## src/rtl/cmult_rr_sched_if.sv

```systemverilog
// Requester operand bus and tagged response bus shared by cmult_rr_sched and its clients.
// The slave modport is the scheduler side; master is the requester/consumer side.
interface cmult_rr_sched_if #(
    parameter int unsigned DATA_WIDTH = 16,
    parameter int unsigned NUM_REQ    = 4
);
    localparam int unsigned ID_W = $clog2(NUM_REQ);

    logic [NUM_REQ-1:0]            req_valid_i;
    logic [NUM_REQ-1:0]            req_ready_o;
    logic [NUM_REQ*DATA_WIDTH-1:0] req_a_re_i;
    logic [NUM_REQ*DATA_WIDTH-1:0] req_a_im_i;
    logic [NUM_REQ*DATA_WIDTH-1:0] req_b_re_i;
    logic [NUM_REQ*DATA_WIDTH-1:0] req_b_im_i;
    logic                          rsp_valid_o;
    logic [ID_W-1:0]               rsp_id_o;
    logic [DATA_WIDTH-1:0]         rsp_re_o;
    logic [DATA_WIDTH-1:0]         rsp_im_o;

    modport slave (
        input  req_valid_i,
        input  req_a_re_i,
        input  req_a_im_i,
        input  req_b_re_i,
        input  req_b_im_i,
        output req_ready_o,
        output rsp_valid_o,
        output rsp_id_o,
        output rsp_re_o,
        output rsp_im_o
    );

    modport master (
        output req_valid_i,
        output req_a_re_i,
        output req_a_im_i,
        output req_b_re_i,
        output req_b_im_i,
        input  req_ready_o,
        input  rsp_valid_o,
        input  rsp_id_o,
        input  rsp_re_o,
        input  rsp_im_o
    );
endinterface

```

## src/rtl/cmult_rr_sched.sv

```systemverilog
// Round-robin scheduler feeding one two-stage pipelined complex multiplier shared by NUM_REQ
// requesters; results are broadcast with the owner's tag exactly two edges after acceptance.
module cmult_rr_sched #(
    parameter int unsigned DATA_WIDTH = 16,
    parameter int unsigned NUM_REQ    = 4
) (
    input  logic             clk_i,
    input  logic             rst_ni,
    input  logic             enable_i,
    cmult_rr_sched_if.slave  bus,
    output logic             busy_o
);
    localparam int unsigned ID_W = $clog2(NUM_REQ);
    localparam int unsigned PW   = 2 * DATA_WIDTH;

    logic [ID_W-1:0] r_ptr;
    logic [ID_W:0]   w_idx;
    logic            w_found;
    logic [ID_W-1:0] w_gnt_id;
    logic            w_hs;

    // Descending scan so the smallest offset from the pointer is the one left standing.
    always_comb begin
        w_idx    = '0;
        w_found  = 1'b0;
        w_gnt_id = '0;
        for (int k = NUM_REQ - 1; k >= 0; k--) begin
            w_idx = {1'b0, r_ptr} + (ID_W + 1)'(k);
            if (w_idx >= (ID_W + 1)'(NUM_REQ)) begin
                w_idx = w_idx - (ID_W + 1)'(NUM_REQ);
            end
            if (bus.req_valid_i[w_idx[ID_W-1:0]]) begin
                w_found  = 1'b1;
                w_gnt_id = w_idx[ID_W-1:0];
            end
        end
    end

    assign w_hs = enable_i & w_found;

    always_comb begin
        bus.req_ready_o = '0;
        if (w_hs) begin
            bus.req_ready_o[w_gnt_id] = 1'b1;
        end
    end

    always_ff @(posedge clk_i or negedge rst_ni) begin
        if (!rst_ni) begin
            r_ptr <= '0;
        end else if (w_hs) begin
            if (w_gnt_id == ID_W'(NUM_REQ - 1)) begin
                r_ptr <= '0;
            end else begin
                r_ptr <= w_gnt_id + ID_W'(1);
            end
        end
    end

    logic [DATA_WIDTH-1:0] w_a_re, w_a_im, w_b_re, w_b_im;

    assign w_a_re = bus.req_a_re_i[w_gnt_id*DATA_WIDTH +: DATA_WIDTH];
    assign w_a_im = bus.req_a_im_i[w_gnt_id*DATA_WIDTH +: DATA_WIDTH];
    assign w_b_re = bus.req_b_re_i[w_gnt_id*DATA_WIDTH +: DATA_WIDTH];
    assign w_b_im = bus.req_b_im_i[w_gnt_id*DATA_WIDTH +: DATA_WIDTH];

    logic                  r_s1_valid;
    logic [ID_W-1:0]       r_s1_id;
    logic [DATA_WIDTH-1:0] r_s1_a_re, r_s1_a_im, r_s1_b_re, r_s1_b_im;

    always_ff @(posedge clk_i or negedge rst_ni) begin
        if (!rst_ni) begin
            r_s1_valid <= 1'b0;
            r_s1_id    <= '0;
            r_s1_a_re  <= '0;
            r_s1_a_im  <= '0;
            r_s1_b_re  <= '0;
            r_s1_b_im  <= '0;
        end else begin
            r_s1_valid <= w_hs;
            if (w_hs) begin
                r_s1_id   <= w_gnt_id;
                r_s1_a_re <= w_a_re;
                r_s1_a_im <= w_a_im;
                r_s1_b_re <= w_b_re;
                r_s1_b_im <= w_b_im;
            end
        end
    end

    // Complex multiply keeping only the upper half of each full-width unsigned product.
    logic [PW-1:0]         w_p_rr, w_p_ii, w_p_ri, w_p_ir;
    logic [DATA_WIDTH-1:0] w_re, w_im;

    assign w_p_rr = PW'(r_s1_a_re) * PW'(r_s1_b_re);
    assign w_p_ii = PW'(r_s1_a_im) * PW'(r_s1_b_im);
    assign w_p_ri = PW'(r_s1_a_re) * PW'(r_s1_b_im);
    assign w_p_ir = PW'(r_s1_a_im) * PW'(r_s1_b_re);
    assign w_re   = w_p_rr[PW-1:DATA_WIDTH] - w_p_ii[PW-1:DATA_WIDTH];
    assign w_im   = w_p_ri[PW-1:DATA_WIDTH] + w_p_ir[PW-1:DATA_WIDTH];

    logic                  r_s2_valid;
    logic [ID_W-1:0]       r_s2_id;
    logic [DATA_WIDTH-1:0] r_s2_re, r_s2_im;

    // Payload only loads behind a valid entry so idle outputs keep the last result.
    always_ff @(posedge clk_i or negedge rst_ni) begin
        if (!rst_ni) begin
            r_s2_valid <= 1'b0;
            r_s2_id    <= '0;
            r_s2_re    <= '0;
            r_s2_im    <= '0;
        end else begin
            r_s2_valid <= r_s1_valid;
            if (r_s1_valid) begin
                r_s2_id <= r_s1_id;
                r_s2_re <= w_re;
                r_s2_im <= w_im;
            end
        end
    end

    assign bus.rsp_valid_o = r_s2_valid;
    assign bus.rsp_id_o    = r_s2_id;
    assign bus.rsp_re_o    = r_s2_re;
    assign bus.rsp_im_o    = r_s2_im;
    assign busy_o          = r_s1_valid | r_s2_valid;
endmodule

```

## src/flat_wrapper.sv

```systemverilog
// flat-port wrapper written by rule: the top's interface ports become plain ports
module cmult_rr_sched_flat 
#(
    parameter int unsigned DATA_WIDTH = 16,
    parameter int unsigned NUM_REQ    = 4
)
  (clk_i, rst_ni, enable_i, busy_o, bus_req_valid_i, bus_req_a_re_i, bus_req_a_im_i, bus_req_b_re_i, bus_req_b_im_i, bus_req_ready_o, bus_rsp_valid_o, bus_rsp_id_o, bus_rsp_re_o, bus_rsp_im_o);
  cmult_rr_sched_if #(.DATA_WIDTH(DATA_WIDTH), .NUM_REQ(NUM_REQ)) bus_i ();
  input  logic clk_i;
  input  logic rst_ni;
  input  logic enable_i;
  output logic busy_o;
  input wire logic [$bits(bus_i.req_valid_i)-1:0] bus_req_valid_i;
  input wire logic [$bits(bus_i.req_a_re_i)-1:0] bus_req_a_re_i;
  input wire logic [$bits(bus_i.req_a_im_i)-1:0] bus_req_a_im_i;
  input wire logic [$bits(bus_i.req_b_re_i)-1:0] bus_req_b_re_i;
  input wire logic [$bits(bus_i.req_b_im_i)-1:0] bus_req_b_im_i;
  output wire logic [$bits(bus_i.req_ready_o)-1:0] bus_req_ready_o;
  output wire logic [$bits(bus_i.rsp_valid_o)-1:0] bus_rsp_valid_o;
  output wire logic [$bits(bus_i.rsp_id_o)-1:0] bus_rsp_id_o;
  output wire logic [$bits(bus_i.rsp_re_o)-1:0] bus_rsp_re_o;
  output wire logic [$bits(bus_i.rsp_im_o)-1:0] bus_rsp_im_o;
  assign bus_i.req_valid_i = bus_req_valid_i;
  assign bus_i.req_a_re_i = bus_req_a_re_i;
  assign bus_i.req_a_im_i = bus_req_a_im_i;
  assign bus_i.req_b_re_i = bus_req_b_re_i;
  assign bus_i.req_b_im_i = bus_req_b_im_i;
  assign bus_req_ready_o = bus_i.req_ready_o;
  assign bus_rsp_valid_o = bus_i.rsp_valid_o;
  assign bus_rsp_id_o = bus_i.rsp_id_o;
  assign bus_rsp_re_o = bus_i.rsp_re_o;
  assign bus_rsp_im_o = bus_i.rsp_im_o;
  cmult_rr_sched #(.DATA_WIDTH(DATA_WIDTH), .NUM_REQ(NUM_REQ)) u_core (.clk_i(clk_i), .rst_ni(rst_ni), .enable_i(enable_i), .bus(bus_i), .busy_o(busy_o));
endmodule
```

## config.mk

```make
export PLATFORM = sky130hd
export DESIGN_NAME = cmult_rr_sched_flat
export DESIGN_NICKNAME = d
export VERILOG_FILES = /design/src/rtl/cmult_rr_sched_if.sv /design/src/rtl/cmult_rr_sched.sv /design/src/flat_wrapper.sv
export SDC_FILE = /design/constraint.sdc
export NUM_CORES = 2
export LEC_CHECK = 0
export BUFFER_PORTS_ARGS = -buffer_cell sky130_fd_sc_hd__buf_4
export CELL_PAD_IN_SITES_DETAIL_PLACEMENT = 1
export CELL_PAD_IN_SITES_GLOBAL_PLACEMENT = 2
export CORE_AREA = 2 2 337 339
export CTS_CLUSTER_SIZE = 12
export DETAILED_ROUTE_END_ITERATION = 7
export DIE_AREA = 0 0 339 341
export PLACE_DENSITY = 0.79
export SYNTH_ARGS = -nofsm -noshare
export SYNTH_HDL_FRONTEND = slang
export SYNTH_SLANG_ARGS = --single-unit
```

## constraint.sdc

```tcl
create_clock -name clk_i -period 8.2 [get_ports clk_i]
set_input_delay 0.41 -clock clk_i [delete_from_list [all_inputs] [get_ports clk_i]]
set_output_delay 0.41 -clock clk_i [all_outputs]
set_load 0.01 [all_outputs]
```

* Yosys cells after proc, flatten, opt, wreduce, memory -nomap -nowiden
Index checks and enable logic that the tools add are counted.
Word-level totals: flip-flop bits (word level) 104, output and inout bits 40, logic and storage cells 67
Cells by class: muxes and demuxes 24, shift-type cells 4, equality and inequality tests 1, multipliers 4, bitwise gates (word level) 2, add/subtract/negate cells 10, $lt $le $gt $ge 10, reduce and logical (&&, ||, !) cells 1
Operators with widths (number):
- variable part select 64 x 7 -> 16 bit | 4
- multiplier 16 x 16 -> 32 bit | 4
- 2-to-1 mux 2 bit | 9
- adder 16 bit | 1
- subtractor 16 bit | 1
- less-than comparator 2 x 3 -> 1 bit (second input constant) | 5
- >= comparator 3 bit (second input constant) | 3
- 2-to-1 mux 1 bit | 9
- binary-select mux 1 bit (select 2 bit) | 4
- subtractor 2 x 1 -> 2 bit (second input constant) | 4
- adder 2 x 2 -> 3 bit (second input constant) | 2
- 2-to-1 mux 4 bit | 1
- adder 2 x 1 -> 3 bit (second input constant) | 1
- >= comparator 2 x 3 -> 1 bit (second input constant) | 1
- adder 2 x 1 -> 2 bit (second input constant) | 1
- demux 1 bit (select 2 bit) | 1
- equality test 2 bit (second input constant) | 1
- >= comparator 2 x 1 -> 1 bit (second input constant) | 1
- bitwise AND 1 bit | 1
- logical AND 1 bit | 1
- bitwise OR 1 bit | 1

* Longest topological paths before layout
word-level depth 14, mapped depth 35, mapped depth without buffers 34

* Worst setup path before layout
OpenSTA, ideal clock, no wires.
kind register -> register, start register u_core.r_s1_a_re[7], end register u_core.r_s2_re[15] (netlist: u_core.bus.rsp_re_o[15]), setup time 0.125 ns, path slack 0.238 ns, path buffers 1, cell stages (with the launch flop) 34, arrival time 7.837 ns, cell sequence dfrtp_1 > clkbuf_1 > nand2_1 > fa_1 > inv_1 > fa_1 > inv_1 > fa_1 > inv_1 > fa_1 > fa_1 > inv_1 > fa_1 > inv_1 > ha_1 > and4_1 > nor2b_1 > o31a_1 > a211oi_2 > nor2b_1 > a21boi_0 > o21bai_1 > a21oi_1 > xnor2_1 > ha_1 > and2_1 > a22o_1 > a311o_1 > a21o_1 > a21o_1 > a31oi_1 > o21ai_1 > xnor2_1 > mux2_4
Between the ends: word-level cells in the longest chain between the ends 2
Ends and longest elaborated chain:
- start: declaration | line cmult_rr_sched.sv:69 | logic [DATA_WIDTH-1:0] r_s1_a_re, r_s1_a_im, r_s1_b_re, r_s1_b_im;
- start signal: assignment | line cmult_rr_sched.sv:83 | r_s1_a_re <= w_a_re;
- multiplier 16 x 16 -> 32 bit | line cmult_rr_sched.sv:95 | assign w_p_rr = PW'(r_s1_a_re) * PW'(r_s1_b_re);
- subtractor 16 bit | line cmult_rr_sched.sv:99 | assign w_re = w_p_rr[PW-1:DATA_WIDTH] - w_p_ii[PW-1:DATA_WIDTH];
- end signal: assignment | line cmult_rr_sched.sv:117 | r_s2_re <= w_re;
- end: declaration | line cmult_rr_sched.sv:104 | logic [DATA_WIDTH-1:0] r_s2_re, r_s2_im;
No other way between the ends. A chain may end at the register's enable or synchronous reset.

* Worst setup path after layout
start register u_core.r_s1_a_re[6], end register u_core.r_s2_im[15] (netlist: u_core.bus.rsp_im_o[15])
Between the ends: word-level cells in the longest chain between the ends 2
Ends and longest elaborated chain:
- multiplier 16 x 16 -> 32 bit | line cmult_rr_sched.sv:97 | assign w_p_ri = PW'(r_s1_a_re) * PW'(r_s1_b_im);
- adder 16 bit | line cmult_rr_sched.sv:100 | assign w_im = w_p_ri[PW-1:DATA_WIDTH] + w_p_ir[PW-1:DATA_WIDTH];
- end signal: assignment | line cmult_rr_sched.sv:118 | r_s2_im <= w_im;
- end: declaration | line cmult_rr_sched.sv:104
No other way between the ends.

==> metrics.txt <==
aggregate global routing overflow=0; compound-gate portion of the synthesized area=0.0566; Seq cells post-synth=104; Sink Count=104; largest family of logic cells by synthesized area=adder cells; routability cong.=just under 0.9; Worst EP arrival=roughly 8.4 ns; status=complete, no violations; mux share of post-synthesis cell area=0.00837; wire length per cell=roughly 21 um; count of final hold-check violations=0; Mapped Area=0.0389 mm^2; minimum clock period=8.04 ns; Reg clk slew, reported paths=0.10 ns; Layout Nets=6443; crit start category=flop; Cells after Synth=between 4k and 5k; Worst Hold Slack=0.365 ns; Distinct cells, synth=61; flop-to-flop setup slack=0.16 ns; WS Path Type=flop to flop; crit path max fanout=6; height of the die=341 um; Worst EP required=8.51 ns; Worst Skew=between 0.02 and 0.025 ns; CORE AREA=0.112 mm^2; largest net degree at the start of global routing=96; detailed placement HPWL=109000 um; layout cell share with drive strength beyond 1=0.161; hold path startpoint=bus_req_b_im_i[25]; Max transition margin=0.194; total die area=roughly 0.12 mm^2; setup TNS=0 ns; Initial Util=0.347; final instance area=0.0460 mm^2; maxcap violations=0; # setup viols final=0; Hold WC Path Type=input pin to flop; cell row count=~120; register area share after synthesis=0.0670; Net Count, Synth=6084; RSZ-0062 raised after global routing=yes; Tightest Pin Transition=roughly 1.2 ns; clk buf depth=2; fmax=between 0.1 and 0.15 GHz; period utilization=0.980; DRC=0; Synth Area in XOR/XNOR=0.0205; Placed Cells=6399; Tot GR Track Use=0.231; EDFF count, synth=0; asr flop ratio synth=1.00; vias in the first global route=35.7k; n_diodes=0; simple-gate share of the synthesized area=0.195; placed cell area=about 0.044 mm^2; number of nets with antenna violations after routing=0; Syn. warnings=0; fillcell total=between 10k and 15k; Via density=around 4.9; IO buf count=302; worst r2r src=u_core.r_s1_a_re[6]$_DFFE_PN0P_; antenna violations before repair=6; First-pass DRT Iterations=5; TritonCTS buffer count=9; CP max-delay cell=fa_1; H-tree depth=3; Root Buffer=clkbuf_16; CTS tree=yes; ys flop type=dfrtp_1; crit-path most repeated cell=fa_1; Worst Reg-to-Reg Cells=33; hold endpoint=u_core.r_s1_b_im[9]$_DFFE_PN0P_; Final Max Tran Viols=0; WL final=approximately 130000 um; synth-to-layout area growth=18.4%; first-pass GRT wire length=207000 um; Crit Reg-Reg Endpoint=u_core.bus.rsp_im_o[15]$_DFFE_PN0P_; crit end category=flop; initial DRC count=1564; syn avg cell area=8.43 um^2; adder-cell area share of the yosys netlist=0.540; Hold Crit Depth=5; fin cells=6473; slowest cell delay on critical path=0.58 ns; die span in x=339 um; Clock Latency Late Sink=around 0.43 ns; Via Count=roughly 32k; # IOs=303
[layer usage]
metal  global-route usage  share of wire  up-vias  routed length (um)
met5                    0       0.000082        -                  11
met4               0.0596          0.030        2                3960
met3               0.0242          0.041      162                5490
met2                0.410           0.50      655               67100
met1                0.301           0.43    16517               57700
li1                     -              -    14494                   -
[flip-flops by register name, summed over array words and instances (netlist names)]
register                cells
u_core.r_s1_b_im           16
u_core.bus.rsp_re_o        16
u_core.r_ptr                2
u_core.r_s1_valid           1
u_core.r_s1_id              2
u_core.r_s1_a_re           16
u_core.bus.rsp_im_o        16
u_core.r_s1_a_im           16
u_core.r_s1_b_re           16
u_core.bus.rsp_id_o         2
u_core.bus.rsp_valid_o      1
[worst max-delay path, delay by kind of cell, from the launching register on]
family                   cells  cell delay (ns)
buffers and inverters        7             0.66
adder cells (fa/ha/maj)      8             3.56
XOR/XNOR                     2             0.27
multiplexers                 1             0.27
flip-flops                   1             0.44
AND/OR/NAND/NOR              2             0.22
AO/OA/AOI/OAI               13             2.48
[logic make-up after synthesis]
logic type,Yosys count
buffers and inverters,1170
flip-flops,104
XOR/XNOR,91
adder cells (fa/ha/maj),1212
multiplexers,29
AND/OR/NAND/NOR,1646
AO/OA/AOI/OAI,357
[synth_stat cells, types with 3 or more instances]
cell	n	area share
o41a_1	3	0.00087
o21bai_1	15	0.0029
o31a_1	3	0.00068
nand2_1	801	0.077
nor2_1	248	0.024
mux2_2	24	0.0070
a31oi_1	14	0.0023
o21ai_0	154	0.020
o21ai_1	10	0.0013
and4_1	3	0.00068
a21boi_0	3	0.00058
a21oi_1	62	0.0080
nor3_1	20	0.0026
xnor2_1	66	0.015
buf_1	5	0.00048
o41ai_1	3	0.00068
a211oi_1	20	0.0039
o21a_1	12	0.0023
o211ai_1	5	0.00097
xor2_1	25	0.0056
or2_2	5	0.00081
nand2b_1	10	0.0016
or3_1	4	0.00064
ha_1	438	0.14
nor2b_1	11	0.0018
mux2i_1	4	0.0010
a21o_1	24	0.0046
nand4_1	12	0.0019
and2_1	446	0.072
o22ai_1	6	0.00097
nand3_1	77	0.0099
and3_1	6	0.00097
inv_1	916	0.088
dfrtp_1	104	0.067
fa_1	774	0.40
clkbuf_1	249	0.024
[through the flow]
stage          worst slack (ns)   util
6_report                  0.161  0.411
5_1_grt                 -0.0969  0.411
4_1_cts                 -0.0141  0.401
3_5_place_dp             -0.278  0.396
3_3_place_gp            -0.0875  0.396
2_1_floorplan             0.238      -
[placed cells by master, fill, tap and decap left out, types with 9 or more instances in the layout]
cell type  instances
xnor2_1           64
inv_1            904
nor2_1           245
buf_6             12
and2_1           437
dfrtp_2           26
inv_2             11
nor2b_1           10
nand4_1           12
mux2_2            24
clkbuf_16         14
o21ai_0          150
nand3_1           75
fa_2              17
nor3_1            17
a211oi_1          12
buf_4            537
o21bai_1          13
ha_1             419
nand2_1          797
buf_12            43
dfrtp_1           78
fa_1             757
a31oi_1            9
ha_4              12
o21a_1            12
a21oi_1           47
a21oi_2           11
a21o_1            24
and2_4             9
xor2_1            23
nand2b_1          10
o21ai_1            9
[how the worst max path moves through the flow]
stage / end / from / cells past startpoint
3_5_place_dp: u_core.bus.rsp_re_o[15]$_DFFE_PN0P_ / u_core.r_s1_b_re[4]$_DFFE_PN0P_ / 32
5_1_grt: u_core.bus.rsp_im_o[15]$_DFFE_PN0P_ / u_core.r_s1_a_re[6]$_DFFE_PN0P_ / 33
6_report: u_core.bus.rsp_im_o[15]$_DFFE_PN0P_ / u_core.r_s1_a_re[6]$_DFFE_PN0P_ / 33
3_3_place_gp: u_core.bus.rsp_re_o[15]$_DFFE_PN0P_ / u_core.r_s1_b_re[4]$_DFFE_PN0P_ / 32
4_1_cts: u_core.bus.rsp_re_o[15]$_DFFE_PN0P_ / u_core.r_s1_b_re[4]$_DFFE_PN0P_ / 33
2_1_floorplan: u_core.bus.rsp_re_o[15]$_DFFE_PN0P_ / u_core.r_s1_a_re[7]$_DFFE_PN0P_ / 33
[layout make-up]
class                      count  area (um^2)  share of cell area
tap                         1500         1880              0.0408
sequential                   104         2640              0.0573
inverter                     916         3440              0.0748
clock inverter                 7         88.8             0.00193
clock buffer                   9          225             0.00490
timing repair buffer         602         5260               0.114
multi-input combinational   3335        32500               0.706
[timing repair]
item | CTS | global route
setup endpoints to repair | 9 | 12
hold buffers | 1 | 0
cloned | 2 | 5
setup buffers | 6 | 46
pin swaps | 23 | 117
resized for setup | 31 | 151
endpoints found under the hold margin | 22 | 0
Power is left out: the tool's default activity adds up to more than one toggle a clock period on the data nets, which glitch-free logic cannot reach.
